**src/rtl/mips_mem_arbiter.sv**
```systemverilog
// Arbitrates the single external memory port between the I-cache and D-cache.
// Data side wins by default; a saturating starve counter forces an instruction grant.
module mips_mem_arbiter #(
  parameter int unsigned STARVE_LIMIT   = 4,
  parameter int unsigned TIMEOUT_CYCLES = 64
) (
  input  logic        clk,
  input  logic        rst,
  input  logic [31:0] i_addr,
  input  logic        i_read,
  output logic [31:0] i_rdata,
  output logic        i_dvalid,
  input  logic [31:0] d_addr,
  input  logic        d_read,
  input  logic        d_write,
  input  logic [31:0] d_writedata,
  input  logic [3:0]  d_byteenable,
  output logic [31:0] d_rdata,
  output logic        d_dvalid,
  output logic [31:0] mem_addr,
  output logic        mem_read,
  output logic        mem_write,
  output logic [31:0] mem_writedata,
  output logic [3:0]  mem_byteenable,
  input  logic [31:0] mem_rdata,
  input  logic        mem_dvalid,
  output logic        bus_error
);

  localparam int unsigned SW = (STARVE_LIMIT > 0) ? $clog2(STARVE_LIMIT + 1) : 1;
  localparam int unsigned TW = (TIMEOUT_CYCLES > 1) ? $clog2(TIMEOUT_CYCLES) : 1;
  localparam logic [SW-1:0] STARVE_MAX = SW'(STARVE_LIMIT);
  localparam logic [TW-1:0] TMO_LAST   = TW'(TIMEOUT_CYCLES - 1);

  typedef enum logic [2:0] {
    IDLE = 3'd0,
    I_RD = 3'd1,
    D_RD = 3'd2,
    D_WR = 3'd3,
    DONE = 3'd4
  } state_t;

  state_t        state_q, state_d;
  logic [SW-1:0] starve_q, starve_d;
  logic [TW-1:0] tmo_q, tmo_d;
  logic [31:0]   addr_q, addr_d;
  logic [31:0]   wdata_q, wdata_d;
  logic [3:0]    be_q, be_d;
  logic [31:0]   i_rdata_q, i_rdata_d;
  logic [31:0]   d_rdata_q, d_rdata_d;
  logic          bus_error_q, bus_error_d;

  logic busy;
  logic tmo_hit;
  logic finish;

  assign busy    = (state_q == I_RD) || (state_q == D_RD) || (state_q == D_WR);
  // A real mem_dvalid in the last allowed cycle still counts as a good completion.
  assign tmo_hit = busy && !mem_dvalid && (tmo_q == TMO_LAST);
  assign finish  = busy && (mem_dvalid || tmo_hit);

  always_comb begin
    state_d     = state_q;
    starve_d    = starve_q;
    tmo_d       = tmo_q;
    addr_d      = addr_q;
    wdata_d     = wdata_q;
    be_d        = be_q;
    i_rdata_d   = i_rdata_q;
    d_rdata_d   = d_rdata_q;
    bus_error_d = bus_error_q | tmo_hit;
    i_dvalid    = 1'b0;
    d_dvalid    = 1'b0;

    case (state_q)
      IDLE: begin
        if (i_read && (starve_q == STARVE_MAX)) begin
          state_d  = I_RD;
          addr_d   = i_addr;
          starve_d = '0;
          tmo_d    = '0;
        end else if (d_write || d_read) begin
          state_d = d_write ? D_WR : D_RD;
          addr_d  = d_addr;
          tmo_d   = '0;
          if (d_write) begin
            wdata_d = d_writedata;
            be_d    = d_byteenable;
          end
          if (!i_read) begin
            starve_d = '0;
          end else if (starve_q != STARVE_MAX) begin
            starve_d = starve_q + 1'b1;
          end
        end else if (i_read) begin
          state_d  = I_RD;
          addr_d   = i_addr;
          starve_d = '0;
          tmo_d    = '0;
        end
      end
      I_RD: begin
        if (finish) begin
          i_dvalid  = 1'b1;
          i_rdata_d = mem_dvalid ? mem_rdata : '0;
          state_d   = DONE;
        end else begin
          tmo_d = tmo_q + 1'b1;
        end
      end
      D_RD: begin
        if (finish) begin
          d_dvalid  = 1'b1;
          d_rdata_d = mem_dvalid ? mem_rdata : '0;
          state_d   = DONE;
        end else begin
          tmo_d = tmo_q + 1'b1;
        end
      end
      D_WR: begin
        if (finish) begin
          d_dvalid = 1'b1;
          state_d  = DONE;
        end else begin
          tmo_d = tmo_q + 1'b1;
        end
      end
      DONE:    state_d = IDLE;
      default: state_d = IDLE;
    endcase
  end

  always_ff @(posedge clk) begin
    if (rst) begin
      state_q     <= IDLE;
      starve_q    <= '0;
      tmo_q       <= '0;
      addr_q      <= '0;
      wdata_q     <= '0;
      be_q        <= '0;
      i_rdata_q   <= '0;
      d_rdata_q   <= '0;
      bus_error_q <= 1'b0;
    end else begin
      state_q     <= state_d;
      starve_q    <= starve_d;
      tmo_q       <= tmo_d;
      addr_q      <= addr_d;
      wdata_q     <= wdata_d;
      be_q        <= be_d;
      i_rdata_q   <= i_rdata_d;
      d_rdata_q   <= d_rdata_d;
      bus_error_q <= bus_error_d;
    end
  end

  assign mem_read       = (state_q == I_RD) || (state_q == D_RD);
  assign mem_write      = (state_q == D_WR);
  assign mem_addr       = addr_q;
  assign mem_writedata  = wdata_q;
  assign mem_byteenable = be_q;
  assign i_rdata        = i_rdata_d;
  assign d_rdata        = d_rdata_d;
  assign bus_error      = bus_error_q;

endmodule

```
**config.mk**
```make
export PLATFORM = sky130hd
export DESIGN_NAME = mips_mem_arbiter
export DESIGN_NICKNAME = d
export VERILOG_FILES = /design/src/rtl/mips_mem_arbiter.sv
export SDC_FILE = /design/constraint.sdc
export NUM_CORES = 1
export LEC_CHECK = 0
export CAP_MARGIN = 10
export CORE_AREA = 4 4 106 108
export CTS_CLUSTER_DIAMETER = 80
export DETAILED_ROUTE_END_ITERATION = 6
export DIE_AREA = 0 0 110 112
export DONT_BUFFER_PORTS = 1
export PLACE_DENSITY = 0.73
export SETUP_SLACK_MARGIN = 0.5
export SYNTH_ARGS = -nofsm -noshare
export SYNTH_HDL_FRONTEND = slang
export SYNTH_SLANG_ARGS = --single-unit
export TNS_END_PERCENT = 100
```
**constraint.sdc**
```tcl
create_clock -name clk -period 2.55 [get_ports clk]
set_input_delay 0.3825 -clock clk [delete_from_list [all_inputs] [get_ports clk]]
set_output_delay 0.3825 -clock clk [all_outputs]
set_load 0.01 [all_outputs]
```
Word level (Yosys, flattened, before mapping)
Index checks and enable logic that the tools add are counted.
{ "word_totals": {"register_bits": 145, "latch_bits": 0, "ram_bits": 0, "romBits": 0, "inputBits": 138, "output_inout_bits": 137, "wordCells": 69, "memories": 0} }
{ "op_classes": {"addsub": 2, "mul": 0, "div": 0, "n_lt_le_gt_ge": 0, "eq_ne": 10, "shift": 0, "n_mux": 27, "bitwise_logic": 2, "n_reduce_logical": 19} }
{ "ops": {"columns": ["cell", "n"], "rows": [
  ["$mux 32", 8],
  ["$mux 3", 9],
  ["$mux 6", 4],
  ["$pmux 6 s2", 1],
  ["$add 6x1->6 const B", 1],
  ["$eq 3x2->1 const B", 2],
  ["$eq 6x6->1 const B", 1],
  ["$pmux 3 s2", 1],
  ["$reduce_and 3->1", 2],
  ["$logic_and 1x1->1", 4],
  ["$logic_or 1x1->1", 4],
  ["$mux 1", 4],
  ["$ne 4x3->1 const B", 1],
  ["$ne 4x4->1 const B", 1],
  ["$reduce_and 2->1", 2],
  ["$reduce_and 4->1", 1],
  ["$add 3x1->3 const B", 1],
  ["$eq 3x1->1 const B", 1],
  ["$eq 3x3->1 const B", 1],
  ["$logic_not 3->1", 1],
  ["$ne 3x3->1 const B", 1],
  ["$reduce_bool 3->1", 1],
  ["$reduce_or 3->1", 1],
  ["$ne 2x1->1 const B", 1],
  ["6 further kinds", 6]
]} }

Logic depth before layout (Yosys ltp)
{ "logic_depth": {"depth_word": 9, "depth_mapped": 8, "depth_no_buf": 6} }

Worst setup path after synthesis
No wires, ideal clock.
{ "synth_path": {"path_type": "register to output", "startpoint": "register tmo_q[0]", "endpoint": "output port i_rdata[10]", "arrival_ns": 1.658, "required_time_ns": 2.168, "slack_ns": 0.510, "path_stages_with_launch": 7, "path_buffers": 1, "cell_sequence": "dfxtp_1 -> ha_1 -> and3_1 -> a31o_2 -> nand2_1 -> clkbuf_1 -> a22o_1"} }
{ "synth_between": {"elab_chain_cells": 6} }
{ "synth_rtl": {"columns": ["item", "line_no", "source"], "rows": [
  ["start, declared", "45", "logic [TW-1:0] tmo_q, tmo_d;"],
  ["start signal, assigned", "147", "tmo_q <= tmo_d;"],
  ["$eq 6x6->1", "59", "assign tmo_hit = busy && !mem_dvalid && (tmo_q == TMO_LAST);"],
  ["$logic_and 1x1->1", "59", null],
  ["$logic_or 1x1->1", "60", "assign finish = busy && (mem_dvalid || tmo_hit);"],
  ["$logic_and 1x1->1", "60", null],
  ["$mux 32", "103", "if (finish) begin"],
  ["$mux 32", "75", "case (state_q)"],
  ["end, declared", "11", "output logic [31:0] i_rdata,"]
]} }
No other way between the ends.

Worst setup path in the final report
{ "layout_path": {"startpoint": "register tmo_q[1]", "endpoint": "output port d_rdata[6]"} }
{ "layout_between": {"elab_chain_cells": 6} }
{ "layout_rtl": {"columns": ["item", "line_no", "source"], "rows": [
  ["$eq 6x6->1", "59", null],
  ["$logic_and 1x1->1", "59", null],
  ["$logic_or 1x1->1", "60", null],
  ["$logic_and 1x1->1", "60", null],
  ["$mux 32", "112", "if (finish) begin"],
  ["$mux 32", "75", null],
  ["end, declared", "18", "output logic [31:0] d_rdata,"]
]} }
No other way between the ends.

==> flow_summary.json <==
{
  "status": "finished, final reports clean",
  "hold_start": "i_addr[0]",
  "nets": 861,
  "setup_violations": 0,
  "dp_slack_ns": 0.398,
  "power_switching_share_pct": 31.4,
  "dpl.hpwl_mm": 10.9,
  "finalHoldViolations": 0,
  "globalplace.congestion": 0.801,
  "clkPwrFrac_pct": 37.1,
  "tritoncts_num_sinks": 145,
  "gr-total-overflow": 0,
  "seq_power_share_pct": 43.1,
  "synth_common_cells": "145 x dfxtp_1, 128 x a22o_1, 112 x nand2_1",
  "hold_ws_ns": 0.0224,
  "r2r_slack_ns": 0.64,
  "rows": 37,
  "critical_path_class": "reg2out",
  "setup_slack_ns": 0.169,
  "area_delta_synth_final_pct": 37.9,
  "synth_top_area_share_pct": 48.6,
  "startpoint": "tmo_q[1]$_SDFFE_PP0P_",
  "antenna_cells": 0,
  "syn-num-nets": 794,
  "numCtsBuffers": 17,
  "ys.flop_type": "dfxtp_1",
  "drive_gt1_share_pct": 20.2,
  "dr.pass1.iters": 5,
  "clk_latency_ns": 0.50,
  "clk_path_buf_depth": 2,
  "ys_top_cells_by_area": "dfxtp_1 49%, a22o_1 19%, nand2_1 7.0%",
  "fmax_ghz": 0.420,
  "critPathArrivalTime_ns": 2.00,
  "r2r_end": "i_rdata_q[19]$_SDFF_PP0_",
  "grt_antenna_before_repair": 0,
  "required_ns": 2.17,
  "grt_use_total_pct": 32.1,
  "pwr-share-comb_pct": 19.8,
  "async_flop_share_pct": 0,
  "grt_start_max_net_pins": 74,
  "syn_area_um2": 5970,
  "cts_tree": "yes",
  "die_area_um2": 12300,
  "min_period_over_period_pct": 93.4,
  "root_buffer": "clkbuf_8",
  "grt_pass1_vias": 5702,
  "critPathCaptureType": "output port",
  "coreArea_um2": 10200,
  "synth_cell_types": 44,
  "hold_path_depth": 2,
  "power_density_nw_per_um2": 782,
  "hold_end": "mem_addr[0]$_SDFFE_PP0P_",
  "clk_pin_slew_worst_paths_ns": 0.06,
  "vdd_drop_max_uv": 499,
  "die_w_um": 110,
  "power.switching_mw": 2.02,
  "via_per_inst": 6.53,
  "design_area_um2": 8230,
  "syn_avg_cell_area_um2": 9.14,
  "ys_warn_count": 0,
  "htree_levels": 4,
  "r2r.worst_path.cells": 7,
  "initial_core_util_pct": 58.3,
  "io_pins": 275,
  "period_needed_ns": 2.38,
  "postLayoutCoreUtil_pct": 80.4,
  "r2r-start": "tmo_q[1]$_SDFFE_PP0P_",
  "wl_per_cell_um": 24.1,
  "worstPathMaxFanout": 6,
  "slew_headroom_pct": 64.3,
  "grt_pass1_wl_mm": 31.0,
  "port_buffers": 0,
  "num_vias": 5676,
  "ant_nets": 0,
  "min_path_type": "in2reg",
  "gr-max-usage-layer": "met2",
  "ys_ff_latch": 145,
  "place_area_um2": 5960,
  "tns_ns": 0,
  "synth-edff-count": 0,
  "maxCapViolations": 0,
  "start_kind": "flip-flop",
  "drt_iter0_markers": 562,
  "use_met3_pct": 9.22,
  "power_leakage_nw": 3.39,
  "syn_inst": 653,
  "yosysMostFrequentCell": "dfxtp_1",
  "ys_seq_area_share_pct": 48.6,
  "wl_mm": 20.9,
  "p_int_mw": 4.41,
  "met1_usage_pct": 34.5,
  "use_met2_pct": 57.2,
  "slew_viol_final": 0,
  "skew_ns": 0.0114,
  "synth_area_leader_cell": "dfxtp_1",
  "drc": 0,
  "fp.dieH_um": 112,
  "rsz0062_at_grt": "true",
  "worst_pin_slew_ns": 0.532
}
placed cells by master (no fill, tap or decap), drive strengths merged, types with 5 or more instances in the layout:
master       netlist  layout
dfxtp            145     145
dlygate4sd3        0      79
clkbuf            24      17
nand3              5       5
a22o             128     128
inv                4      13
o21ai              5       5
buf               38      31
a211oi            33      33
a21oi             76      76
nand2            112     112
nor2              41      41
metrics by stage:
| stage | std cells | power [mW] |
|---|---|---|
| finish | 869 | 6.43 |
| global route | 869 | 6.69 |
| CTS | 864 | 6.40 |
| detailed placement | 744 | 3.69 |
| global placement | 744 | 3.64 |
| floorplan | 653 | 3.50 |
kinds of logic (layout without fill, tap and decap cells):
| logic type | after synthesis | count (layout) | synth area share [%] |
|---|---|---|---|
| compound gates | 251 | 251 | 31.1 |
| buf+inv | 66 | 146 | 5.68 |
| simple gates | 187 | 187 | 13.8 |
| fa+ha+maj | 3 | 3 | 0.629 |
| xor+xnor | 1 | 1 | 0.147 |
| flops | 145 | 145 | 48.6 |
critical path, cell delays in order, from the launching register on:
cell,delay (ns)
dfxtp_2,0.36
ha_4,0.14
and3_4,0.19
a31o_4,0.21
nand2_8,0.10
buf_6,0.13
buf_8,0.13
a22o_4,0.24
flip-flops by register name (all words and copies together), names as in the netlist:
register        cells
i_rdata_q          32
tmo_q               6
mem_writedata      32
mem_addr           32
bus_error           1
state_q             3
d_rdata_q          32
mem_byteenable      4
starve_q            3
power groups by stage:
stage | logic (mW) | registers (mW) | clock network, mW
global placement | 0.847 | 2.79 | 0
floorplan | 0.786 | 2.72 | 0
detailed placement | 0.891 | 2.80 | 0
global route | 1.38 | 2.80 | 2.52
finish | 1.27 | 2.77 | 2.39
CTS | 1.20 | 2.76 | 2.43
per-layer routing:
metal | up-vias | wire (µm) | share of wire, %
met1 | 2720 | 7010 | 34
met2 | 358 | 11000 | 53
met3 | 75 | 1920 | 9.2
met5 | - | 0 | 0
met4 | 0 | 957 | 4.6
li1 | 2523 | - | -
repair_timing:
item	CTS	global route
buffers inserted	8	1
hold buffers	76	4
gates cloned	4	0
pin swaps	7	1
setup endpoints to repair	96	66
gates resized for setup	93	12
endpoints found under the hold margin	125	4
how the worst max path moves through the flow:
stage	slack, ns	endpoint	cells after the start
floorplan	0.51	i_rdata[10]	6
global route	0.11	d_rdata[6]	7
detailed placement	0.40	i_rdata[27]	6
CTS	0.19	d_rdata[6]	7
finish	0.17	d_rdata[6]	7
global placement	0.48	i_rdata[7]	6
cell type report:
cell class | count | area, µm²
clock buffer | 17 | 414
clock inverter | 15 | 166
fill | 581 | 2000
inverter | 4 | 15.0
multi-input combinational | 442 | 3370
sequential | 145 | 2910
tap | 136 | 170
timing repair buffer | 110 | 1180
(Power assumes the default switching activity.)
